===== src/rtl/mem_port_arbiter.sv =====
// Arbiter sharing one single-port memory between instruction fetch (IF) and load/store (DM).
// DM has fixed priority, bounded by a starvation guard that forces an IF grant after STARVE_MAX DM grants.
module mem_port_arbiter #(
    parameter int ADDR_W     = 32,
    parameter int DATA_W     = 32,
    parameter int STARVE_MAX = 4,
    parameter int TIMEOUT    = 16
) (
    input  logic              clk,
    input  logic              rst,
    input  logic              if_req,
    input  logic [ADDR_W-1:0] if_addr,
    output logic              if_ack,
    output logic [DATA_W-1:0] if_rdata,
    output logic              if_err,
    input  logic              dm_req,
    input  logic              dm_we,
    input  logic [3:0]        dm_be,
    input  logic [ADDR_W-1:0] dm_addr,
    input  logic [DATA_W-1:0] dm_wdata,
    output logic              dm_ack,
    output logic [DATA_W-1:0] dm_rdata,
    output logic              dm_err,
    output logic              mem_req,
    output logic              mem_we,
    output logic [3:0]        mem_be,
    output logic [ADDR_W-1:0] mem_addr,
    output logic [DATA_W-1:0] mem_wdata,
    input  logic              mem_ready,
    input  logic [DATA_W-1:0] mem_rdata,
    output logic              owner_dm,
    output logic              busy
);

    localparam int SC_W = $clog2(STARVE_MAX + 1);
    localparam int TC_W = $clog2(TIMEOUT + 1);

    typedef enum logic [1:0] {
        ST_IDLE  = 2'd0,
        ST_ISSUE = 2'd1,
        ST_RESP  = 2'd2
    } state_t;

    state_t            state_q, state_d;
    logic [SC_W-1:0]   starve_q, starve_d;
    logic [TC_W-1:0]   tmo_q, tmo_d;
    logic              owner_dm_q, owner_dm_d;
    logic              mem_req_q, mem_req_d;
    logic              mem_we_q, mem_we_d;
    logic [3:0]        mem_be_q, mem_be_d;
    logic [ADDR_W-1:0] mem_addr_q, mem_addr_d;
    logic [DATA_W-1:0] mem_wdata_q, mem_wdata_d;
    logic              if_ack_q, if_ack_d, dm_ack_q, dm_ack_d;
    logic              if_err_q, if_err_d, dm_err_q, dm_err_d;
    logic [DATA_W-1:0] if_rdata_q, if_rdata_d, dm_rdata_q, dm_rdata_d;
    logic              grant_dm_s, grant_if_s;
    logic [DATA_W-1:0] resp_data_s;
    logic              resp_err_s;
    logic              resp_s;

    // Next-state, grant and response computation
    always_comb begin
        state_d     = state_q;
        tmo_d       = tmo_q;
        owner_dm_d  = owner_dm_q;
        mem_req_d   = mem_req_q;
        mem_we_d    = mem_we_q;
        mem_be_d    = mem_be_q;
        mem_addr_d  = mem_addr_q;
        mem_wdata_d = mem_wdata_q;
        grant_dm_s  = 1'b0;
        grant_if_s  = 1'b0;
        resp_s      = 1'b0;
        resp_data_s = {DATA_W{1'b0}};
        resp_err_s  = 1'b0;
        case (state_q)
            ST_IDLE: begin
                if (dm_req && !(if_req && (starve_q == SC_W'(STARVE_MAX)))) begin
                    grant_dm_s  = 1'b1;
                    owner_dm_d  = 1'b1;
                    mem_we_d    = dm_we;
                    mem_be_d    = dm_be;
                    mem_addr_d  = dm_addr;
                    mem_wdata_d = dm_wdata;
                    mem_req_d   = 1'b1;
                    tmo_d       = {TC_W{1'b0}};
                    state_d     = ST_ISSUE;
                end else if (if_req) begin
                    grant_if_s  = 1'b1;
                    owner_dm_d  = 1'b0;
                    mem_we_d    = 1'b0;
                    mem_be_d    = 4'hF;
                    mem_addr_d  = if_addr;
                    mem_wdata_d = {DATA_W{1'b0}};
                    tmo_d       = {TC_W{1'b0}};
                    // A misaligned fetch never touches memory and errors out immediately
                    if (if_addr[1:0] != 2'b00) begin
                        resp_s     = 1'b1;
                        resp_err_s = 1'b1;
                        state_d    = ST_RESP;
                    end else begin
                        mem_req_d = 1'b1;
                        state_d   = ST_ISSUE;
                    end
                end else begin
                    state_d = ST_IDLE;
                end
            end
            ST_ISSUE: begin
                if (mem_ready) begin
                    resp_s      = 1'b1;
                    resp_data_s = mem_we_q ? {DATA_W{1'b0}} : mem_rdata;
                    mem_req_d   = 1'b0;
                    state_d     = ST_RESP;
                end else if (tmo_q == TC_W'(TIMEOUT - 1)) begin
                    resp_s     = 1'b1;
                    resp_err_s = 1'b1;
                    mem_req_d  = 1'b0;
                    state_d    = ST_RESP;
                end else begin
                    tmo_d = tmo_q + TC_W'(1);
                end
            end
            ST_RESP: begin
                tmo_d   = {TC_W{1'b0}};
                state_d = ST_IDLE;
            end
            default: begin
                mem_req_d = 1'b0;
                tmo_d     = {TC_W{1'b0}};
                state_d   = ST_IDLE;
            end
        endcase

        if_ack_d   = resp_s && !owner_dm_d;
        dm_ack_d   = resp_s && owner_dm_d;
        if_rdata_d = if_ack_d ? resp_data_s : {DATA_W{1'b0}};
        dm_rdata_d = dm_ack_d ? resp_data_s : {DATA_W{1'b0}};
        if_err_d   = if_ack_d && resp_err_s;
        dm_err_d   = dm_ack_d && resp_err_s;

        // Starvation counter saturates at STARVE_MAX; the IF grant at that value clears it
        if (!if_req) begin
            starve_d = {SC_W{1'b0}};
        end else if (grant_dm_s) begin
            starve_d = (starve_q == SC_W'(STARVE_MAX)) ? starve_q : starve_q + SC_W'(1);
        end else if (grant_if_s) begin
            starve_d = {SC_W{1'b0}};
        end else begin
            starve_d = starve_q;
        end
    end

    // State and output registers with synchronous reset
    always_ff @(posedge clk) begin
        if (rst) begin
            state_q     <= ST_IDLE;
            starve_q    <= {SC_W{1'b0}};
            tmo_q       <= {TC_W{1'b0}};
            owner_dm_q  <= 1'b0;
            mem_req_q   <= 1'b0;
            mem_we_q    <= 1'b0;
            mem_be_q    <= 4'h0;
            mem_addr_q  <= {ADDR_W{1'b0}};
            mem_wdata_q <= {DATA_W{1'b0}};
            if_ack_q    <= 1'b0;
            dm_ack_q    <= 1'b0;
            if_err_q    <= 1'b0;
            dm_err_q    <= 1'b0;
            if_rdata_q  <= {DATA_W{1'b0}};
            dm_rdata_q  <= {DATA_W{1'b0}};
        end else begin
            state_q     <= state_d;
            starve_q    <= starve_d;
            tmo_q       <= tmo_d;
            owner_dm_q  <= owner_dm_d;
            mem_req_q   <= mem_req_d;
            mem_we_q    <= mem_we_d;
            mem_be_q    <= mem_be_d;
            mem_addr_q  <= mem_addr_d;
            mem_wdata_q <= mem_wdata_d;
            if_ack_q    <= if_ack_d;
            dm_ack_q    <= dm_ack_d;
            if_err_q    <= if_err_d;
            dm_err_q    <= dm_err_d;
            if_rdata_q  <= if_rdata_d;
            dm_rdata_q  <= dm_rdata_d;
        end
    end

    assign if_ack    = if_ack_q;
    assign if_rdata  = if_rdata_q;
    assign if_err    = if_err_q;
    assign dm_ack    = dm_ack_q;
    assign dm_rdata  = dm_rdata_q;
    assign dm_err    = dm_err_q;
    assign mem_req   = mem_req_q;
    assign mem_we    = mem_we_q;
    assign mem_be    = mem_be_q;
    assign mem_addr  = mem_addr_q;
    assign mem_wdata = mem_wdata_q;
    assign owner_dm  = owner_dm_q;
    assign busy      = (state_q != ST_IDLE);

endmodule

===== config.mk =====
export PLATFORM = sky130hd
export DESIGN_NAME = mem_port_arbiter
export DESIGN_NICKNAME = d
export VERILOG_FILES = /design/src/rtl/mem_port_arbiter.sv
export SDC_FILE = /design/constraint.sdc
export NUM_CORES = 1
export LEC_CHECK = 0
export ABC_AREA = 1
export CORE_UTILIZATION = 44
export DETAILED_ROUTE_END_ITERATION = 7
export PLACE_DENSITY = 0.92
export SYNTH_ARGS = -nofsm -noshare
export SYNTH_HDL_FRONTEND = slang
export SYNTH_SLANG_ARGS = --single-unit

===== constraint.sdc =====
create_clock -name clk -period 3.8 [get_ports clk]
set_input_delay 0.76 -clock clk [delete_from_list [all_inputs] [get_ports clk]]
set_output_delay 0.76 -clock clk [all_outputs]
set_load 0.03 [all_outputs]

## Word level (Yosys, flattened, before mapping)

Cells that the tools add are included.

| storage, ports and cells | value |
|---|---|
| register bits | 149 |
| bits of input ports | 138 |
| output and inout port bits | 140 |
| word-level logic and storage cells | 98 |

| operators by class | value |
|---|---|
| add/subtract/negate cells | 2 |
| equality and inequality tests | 10 |
| muxes and demuxes | 47 |
| bitwise operators | 4 |
| reductions and logical operators | 20 |

Operators with widths:

| cell | count |
|---|---|
| two-way mux 32 bit | 7 |
| two-way mux 1 bit | 21 |
| two-way mux 5 bit | 4 |
| two-way mux 2 bit | 5 |
| one-hot mux 5 bit (2 select lines) | 1 |
| two-way mux 3 bit | 3 |
| inequality test 3 bit, second input constant | 3 |
| two-way mux 4 bit | 2 |
| nonzero test 2 bit | 4 |
| logical AND 1 bit | 6 |
| inequality test 2 bit, second input constant | 3 |
| OR reduction 2 bit | 3 |
| adder 5 x 1 -> 5 bit, second input constant | 1 |
| == test 5 x 4 -> 1 bit, second input constant | 1 |
| inverter 1 bit | 4 |
| one-hot mux 1 bit (2 select lines) | 2 |
| one-hot mux 2 bit (2 select lines) | 1 |
| AND reduction 2 bit | 2 |
| AND reduction 4 bit | 1 |
| adder 3 x 1 -> 3 bit, second input constant | 1 |
| == test 3 bit, second input constant | 1 |
| one-hot mux 1 bit (3 select lines) | 1 |
| AND reduction 3 bit | 1 |
| == test 2 x 1 -> 1 bit, second input constant | 1 |
| 3 further kinds | 4 |

## Longest topological paths before layout

Gate-level depths: netlist of the first run.

| depth | value |
|---|---|
| depth in word-level cells | 10 |
| mapped depth | 9 |
| gate-level depth less buffers | 9 |

## Worst setup path after synthesis of the first run

OpenSTA, ideal clock, no wires.

| path | value |
|---|---|
| path kind | in2reg |
| start | input port dm_req |
| end | register mem_we_q, in the netlist mem_we |
| setup time | 0.070 ns |
| arrival | 1.638 ns |
| required time | 3.730 ns |
| setup slack | 2.091 ns |
| cell stages on the path | 7 |
| buffers on the path | 2 |
| path through | buf_2 nor2_1 nor2_4 inv_1 buf_2 nand2_1 a21oi_1 |

| between the ends | value |
|---|---|
| cells in the longest elaborated chain, start to end | 3 |
| elaborated cells on any way between the ends | 4 |
| classes of those cells | mux (1); reduce/logical (3) |

RTL lines:

| element | RTL line | RTL |
|---|---|---|
| start, declared | 16 | `input logic dm_req,` |
| logical AND 1 bit (*) | 78 | `if (dm_req && !(if_req && (starve_q == SC_W'(STARVE_MAX)))) begin` |
| nonzero test 2 bit (no line) | - |  |
| AND reduction 2 bit (no line) | - |  |
| end signal, assigned | 178 | `mem_we_q <= mem_we_d;` |
| end, declared | 49 | `logic mem_we_q, mem_we_d;` |

Mark *: on every way between the ends. The rest lies on a longest branch, timed or not.
A chain may end at the register's enable or synchronous reset.

## Worst setup path after layout of the first run

| path | value |
|---|---|
| start | register state_q[0] |
| end | output port busy |

| between the ends | value |
|---|---|
| cells in the longest elaborated chain, start to end | 1 |

RTL lines:

| element | RTL line | RTL |
|---|---|---|
| start, declared | 44 | `state_t state_q, state_d;` |
| start signal, assigned | 173 | `state_q <= state_d;` |
| nonzero test 2 bit | 203 | `assign busy = (state_q != ST_IDLE);` |
| end, declared | 32 | `output logic busy` |

No other way between the ends.

==> flow_summary.ini, run 1 <==
[status]
status = completed

[pwr]
pwr-share-comb_pct = 19.7
power.share.clock_pct = 38.2
intPower_w = 0.00288
ir_drop_uv = 236
cellPowerDensity_mw_per_mm2 = 448
p_switching_w = 0.00113
swShare_pct = 28.1
p_seq_share_pct = 42.1
p_leak_nw = 3.64

[clocking]
clock-root-buffer = clkbuf_16
clk_pin_slew_ns = 0.06
post-cts-setup-buffers = 0
htree_levels = 4
cts_tree = built
cts.path.max_buffers = 2
clock_latency_ns = 0.41
cts_resized = 0
ctsHoldBuffers = 0
cts_sinks = 149
cts_buffers = 17

[yosys]
synth_cells = 731
syn_avg_cell_area_um2 = 7.72
yosysSeqAreaShare_pct = 52.8
syn_nets = 873
syn_area_mm2 = 0.00564
synth-seq-cells = 149
synth_cell_type_count = 25
synth_warnings = 0

[timing]
finalClockSkew_ns = 0.00729
min_period_ns = 2.57
finalSetupViolations = 0
rsz0062_at_grt = no
drv_slew = 0
fmax_mhz = 389
worst_pin_slew_ns = 1.04
relSlewSlack_pct = 30.7
hold_viol = 0
tns_ns = 0
min_period_over_period_pct = 67.6

[placement]
dpl_cell_area_mm2 = 0.00842
place_hpwl_um = 11600
gp_congestion = 0.829
io_buffers = 277

[finish]
stdcell_area_mm2 = 0.00896
drive_gt1_share_pct = 7.12
n_antenna_cell = 0
syn_to_final_growth_pct = 58.8
layout.nets = 1127
fillerInstances = 933

[floorplanning]
start_util_pct = 44.9
dieArea_mm2 = 0.0133
core_area_mm2 = 0.0126
dieHeight_um = 115
die_x_um = 115
rows = 41
ios = 278

[job]
drv_cap = 0

[global_routing]
grt_first_pass_wirelength_um = 25500
grt_usage_pct = 25.0
antenna_found_initial = 0
grt_pass1_vias = 5113
overflow = 0
grt_max_degree = 72

[setup_path]
reg2reg_depth = 5
arrival_ns = 1.81
criticalPathCategory = flop to output pin
reg2reg_slack_ns = 1.46
cp.required_ns = 3.04
r2r_end = dm_rdata[15]
critPathLaunchType = flop
endpoint_kind = output pin
reg2reg_from = state_q[1]
cp_max_fo = 4

[min_path]
hp-start = mem_wdata[15]
hold_depth = 2
hold_path_class = flop to flop
worstHoldEndpoint = mem_wdata[15]

[drt]
antenna_left = 0
wl_per_cell_um = 14.4
first_pass_iters = 5
first_iter_violations = 430
drc_errors = 0
viasPerCell = 4.80
wl_um = 16800
via_count = 5615
==> placed cells by master, fill, tap and decap left out, drive strengths merged, types with 2 or more instances in the layout <==
cell / Yosys / layout
clkinv: 1 / 5
nand3: 74 / 74
dfxtp: 149 / 149
nand4: 35 / 35
clkbuf: 23 / 19
ha: 4 / 4
nor3: 2 / 2
buf: 25 / 8
a21oi: 42 / 42
o21ai: 10 / 10
nand2: 152 / 152
inv: 55 / 57
clkdlybuf4s50: 0 / 275
nor2: 158 / 158
clkinvlp: 0 / 5
==> state kept, by name, indices dropped and copies added, names as in the netlist <==
signal	count
state_q	2
dm_ack	1
mem_req	1
mem_addr	32
owner_dm	1
dm_rdata	32
if_err	1
mem_wdata	32
mem_be	4
mem_we	1
dm_err	1
if_ack	1
starve_q	3
if_rdata	32
tmo_q	5
==> synthesized netlist by cell type <==
cell type / number / area (um^2)
a21oi_1: 42 / 210
buf_1: 2 / 7.51
buf_2: 16 / 80.1
buf_4: 1 / 7.51
buf_6: 6 / 67.6
clkbuf_1: 23 / 86.3
clkinv_1: 1 / 3.75
dfxtp_1: 149 / 2980
ha_1: 4 / 50.1
inv_1: 54 / 203
inv_2: 1 / 3.75
nand2_1: 148 / 556
nand2_2: 4 / 25.0
nand3_1: 70 / 350
nand3_2: 2 / 20.0
nand3_4: 2 / 35.0
nand4_1: 35 / 219
nor2_1: 135 / 507
nor2_2: 21 / 131
nor2_4: 2 / 22.5
nor3_1: 1 / 5.00
nor3_2: 1 / 10.0
o21ai_0: 9 / 45.0
o21ai_2: 1 / 8.76
o21bai_1: 1 / 7.51
==> kinds of logic (layout without fill, tap and decap cells) <==
logic type | Yosys count | after routing | synth area share (%)
compound gates | 53 | 53 | 4.81
fa+ha+maj | 4 | 4 | 0.887
buf+inv | 104 | 370 | 8.14
simple gates | 421 | 421 | 33.3
flops | 149 | 149 | 52.8
==> layer usage <==
layer	track usage [%]	wire length, um
met1	27.6	6540
met2	43.7	8470
met3	8.28	1380
met4	10.9	436
met5	0	0
==> power by group through the flow <==
stage / combinational (W) / clock (W) / sequential [W]
after floorplan: 0.000290 / 0 / 0.00187
after global placement: 0.000778 / 0 / 0.00172
after detailed placement: 0.000789 / 0 / 0.00172
after CTS: 0.000793 / 0.00156 / 0.00169
after global routing: 0.000852 / 0.00164 / 0.00170
final: 0.000789 / 0.00153 / 0.00169
==> through the flow <==
| stage | power (W) | worst slack, ns | std cells | utilization [%] | hold WS [ns] |
|---|---|---|---|---|---|
| CTS | 0.00404 | 1.21 | 1169 | 71.3 | 0.461 |
| detailed placement | 0.00251 | 1.07 | 1138 | 67.0 | 0.451 |
| floorplan | 0.00216 | 2.09 | 731 | - | 0.441 |
| global placement | 0.00250 | 1.16 | 1138 | 67.0 | 0.447 |
| finish | 0.00401 | 1.23 | 1169 | 71.3 | 0.459 |
| global route | 0.00418 | 1.15 | 1169 | 71.3 | 0.474 |
==> critical path: stages (launching register included) <==
cell and delay (ns):
dfxtp_1 0.41, inv_1 0.11, nand2_1 0.14, clkdlybuf4s50_1 0.73
==> how the worst max path moves through the flow <==
stage / startpoint / slack (ns) / to
final: state_q[0] / 1.23 / busy
after global routing: state_q[0] / 1.15 / busy
after CTS: state_q[0] / 1.21 / busy
after detailed placement: if_req / 1.07 / mem_wdata[14]
after global placement: if_req / 1.16 / mem_wdata[21]
after floorplan: dm_req / 2.09 / mem_we
==> layout make-up <==
type	instances	area (um^2)	area share, %
flip-flops and latches	149	2980	33.3
repair buffers	283	2810	31.3
multi-input cells	478	2210	24.6
clock buffers	19	433	4.83
well taps	172	215	2.40
inverters	56	210	2.35
clock inverters	12	105	1.17
(Power assumes the default switching activity.)
==> run 2: changes to the inputs <==
--- a/config.mk
+++ b/config.mk
@@ -6,9 +6,9 @@
 export NUM_CORES = 1
 export LEC_CHECK = 0
 export ABC_AREA = 1
-export CORE_UTILIZATION = 44
+export CORE_UTILIZATION = 40
 export DETAILED_ROUTE_END_ITERATION = 7
-export PLACE_DENSITY = 0.92
+export PLACE_DENSITY = 0.86
 export SYNTH_ARGS = -nofsm -noshare
 export SYNTH_HDL_FRONTEND = slang
 export SYNTH_SLANG_ARGS = --single-unit
==> constraint.sdc (replaced) <==
create_clock -name clk -period 2.5 [get_ports clk]
set_input_delay 0.5 -clock clk [delete_from_list [all_inputs] [get_ports clk]]
set_output_delay 0.5 -clock clk [all_outputs]
set_load 0.03 [all_outputs]
==> run 2 against run 1 <==
Net effect: via count up 0.37%; flip-flop and latch count unchanged; design area grew 1.2%; non-clock buffer count rose by 5; global-route usage fell by 2.6 points; sequential power increased by 51%; sequential share of layout area down 0.40 points; wire length fell by 2.1%; final cell count rose by 1.2%; critical path depth did not move; count of clock-buffer cells in the layout shrank 2; total power grew 54%; largest power group unchanged.
==> flow_summary.ini, run 2 (synthesized netlist as in run 1, its figures left out) <==
[floorplanning]
die_x_um = 121
ios = 278
dieHeight_um = 121
core_area_mm2 = 0.0138
dieArea_mm2 = 0.0146
rows = 43
start_util_pct = 40.8

[drt]
antenna_left = 0
wl_um = 16500
drc_errors = 0
viasPerCell = 4.76
first_iter_violations = 300
wl_per_cell_um = 13.9
first_pass_iters = 4
via_count = 5636

[setup_path]
r2r_end = dm_rdata[8]
critPathSlowestCell = clkdlybuf4s50_1
crit_buf_inv = 2
path_delay_family = buffers and inverters
reg2reg_depth = 8
reg2reg_from = tmo_q[0]
critPathLaunchType = flop
reg2reg_slack_ns = 0.61
cp.depth = 3
endpoint_kind = output pin
setup.worst_path.end = busy
arrival_ns = 1.82
cp.required_ns = 2.00
criticalPathCategory = flop to output pin
cp_max_fo = 4
startpoint = state_q[1]
critPathMaxStageDelay_ns = 0.73
crit_chain = inv_1 -> nand2_1 -> clkdlybuf4s50_1

[timing]
hold_viol = 0
drv_slew = 0
relSlewSlack_pct = 48.4
tns_ns = 0
finalClockSkew_ns = 0.00721
min_period_ns = 2.32
min_period_over_period_pct = 92.7
finalSetupViolations = 0
worst_pin_slew_ns = 0.774
fmax_mhz = 432
rsz0062_at_grt = no

[min_path]
hold_path_class = flop to flop

[pwr]
swShare_pct = 29.6
intPower_w = 0.00435
p_leak_nw = 3.70
p_switching_w = 0.00183
ir_drop_uv = 403
p_seq_share_pct = 41.5
power.share.clock_pct = 38.7
pwr-share-comb_pct = 19.8
cellPowerDensity_mw_per_mm2 = 681

[clocking]
clk_pin_slew_ns = 0.06
post-cts-setup-buffers = 0
cts_resized = 0
cts_buffers = 17
cts_tree = built
cts.path.max_buffers = 2
clock-root-buffer = clkbuf_16
htree_levels = 4
clock_latency_ns = 0.41
ctsHoldBuffers = 0
cts_sinks = 149

[placement]
place_hpwl_um = 11200
gp_congestion = 0.811
io_buffers = 277
dpl_cell_area_mm2 = 0.00851

[job]
drv_cap = 0

[finish]
fin_util_pct = 65.6
drive_gt1_share_pct = 7.88
n_antenna_cell = 0
layout.nets = 1132
stdcell_area_mm2 = 0.00907
syn_to_final_growth_pct = 60.7
final_common_cell = clkdlybuf4s50_1
layout_common_cells = 275 x clkdlybuf4s50_1, 149 x dfxtp_1, 148 x nand2_1

[status]
status = completed

[global_routing]
antenna_found_initial = 0
grt_max_degree = 72
grt_usage_pct = 22.4
grt_pass1_vias = 5253
grt_first_pass_wirelength_um = 25600
overflow = 0
## run 2: cell types whose count changed in the layout (fill, tap and decap cells not counted), sizes merged
cell and delta:
buf +5, bufinv -1, clkbuf -2, inv +5, clkinv +1, clkinvlp -2
## run 2: worst min path at each step
| stage | endpoint | start | cells after the start |
|---|---|---|---|
| 2_1_floorplan | tmo_q[4] | tmo_q[4] | 2 |
| 3_3_place_gp | mem_wdata[7] | mem_wdata[7] | 2 |
| 3_5_place_dp | mem_wdata[18] | mem_wdata[18] | 2 |
| 4_1_cts | mem_wdata[29] | mem_wdata[29] | 2 |
| 5_1_grt | mem_wdata[29] | mem_wdata[29] | 2 |
| 6_report | mem_wdata[28] | mem_wdata[28] | 2 |
## run 2: layout make-up
class,count,area [um^2]
fill,1161,4760
clock buffer,17,425
inverter,56,210
timing repair buffer,288,2880
multi-input combinational,478,2210
tap,180,225
sequential,149,2980
clock inverter,15,136
## run 2: tightest hold or removal path: cells and delay by family, from the launching register on
family          cells  cell delay, ns
flops               1            0.31
simple gates        1            0.06
compound gates      1            0.05
## run 2: stage by stage
step,std cells,setup slack (ns),power [W],hold WS (ns)
floorplan,731,0.935,0.00328,0.441
detailed placement,1151,0.287,0.00384,0.454
global placement,1151,0.341,0.00382,0.448
finish,1183,0.184,0.00618,0.459
global route,1183,0.0681,0.00645,0.479
CTS,1183,0.163,0.00624,0.463
## run 2: per-layer routing
| layer | part of all wire, % | GRT usage (%) | vias up | routed length (um) |
|---|---|---|---|---|
| met5 | 0 | 0 | - | 0 |
| met4 | 2.0 | 9.41 | 0 | 331 |
| met3 | 7.0 | 6.32 | 25 | 1150 |
| met2 | 49 | 38.1 | 199 | 8100 |
| met1 | 42 | 26.4 | 2576 | 6900 |
| li1 | - | - | 2836 | - |
## run 2: power groups by stage
stage          combinational [W]  sequential, W  clock, W
3_5_place_dp             0.00122        0.00261         0
5_1_grt                  0.00132        0.00257   0.00255
2_1_floorplan           0.000441        0.00284         0
3_3_place_gp             0.00121        0.00261         0
4_1_cts                  0.00123        0.00256   0.00244
6_report                 0.00122        0.00256   0.00239
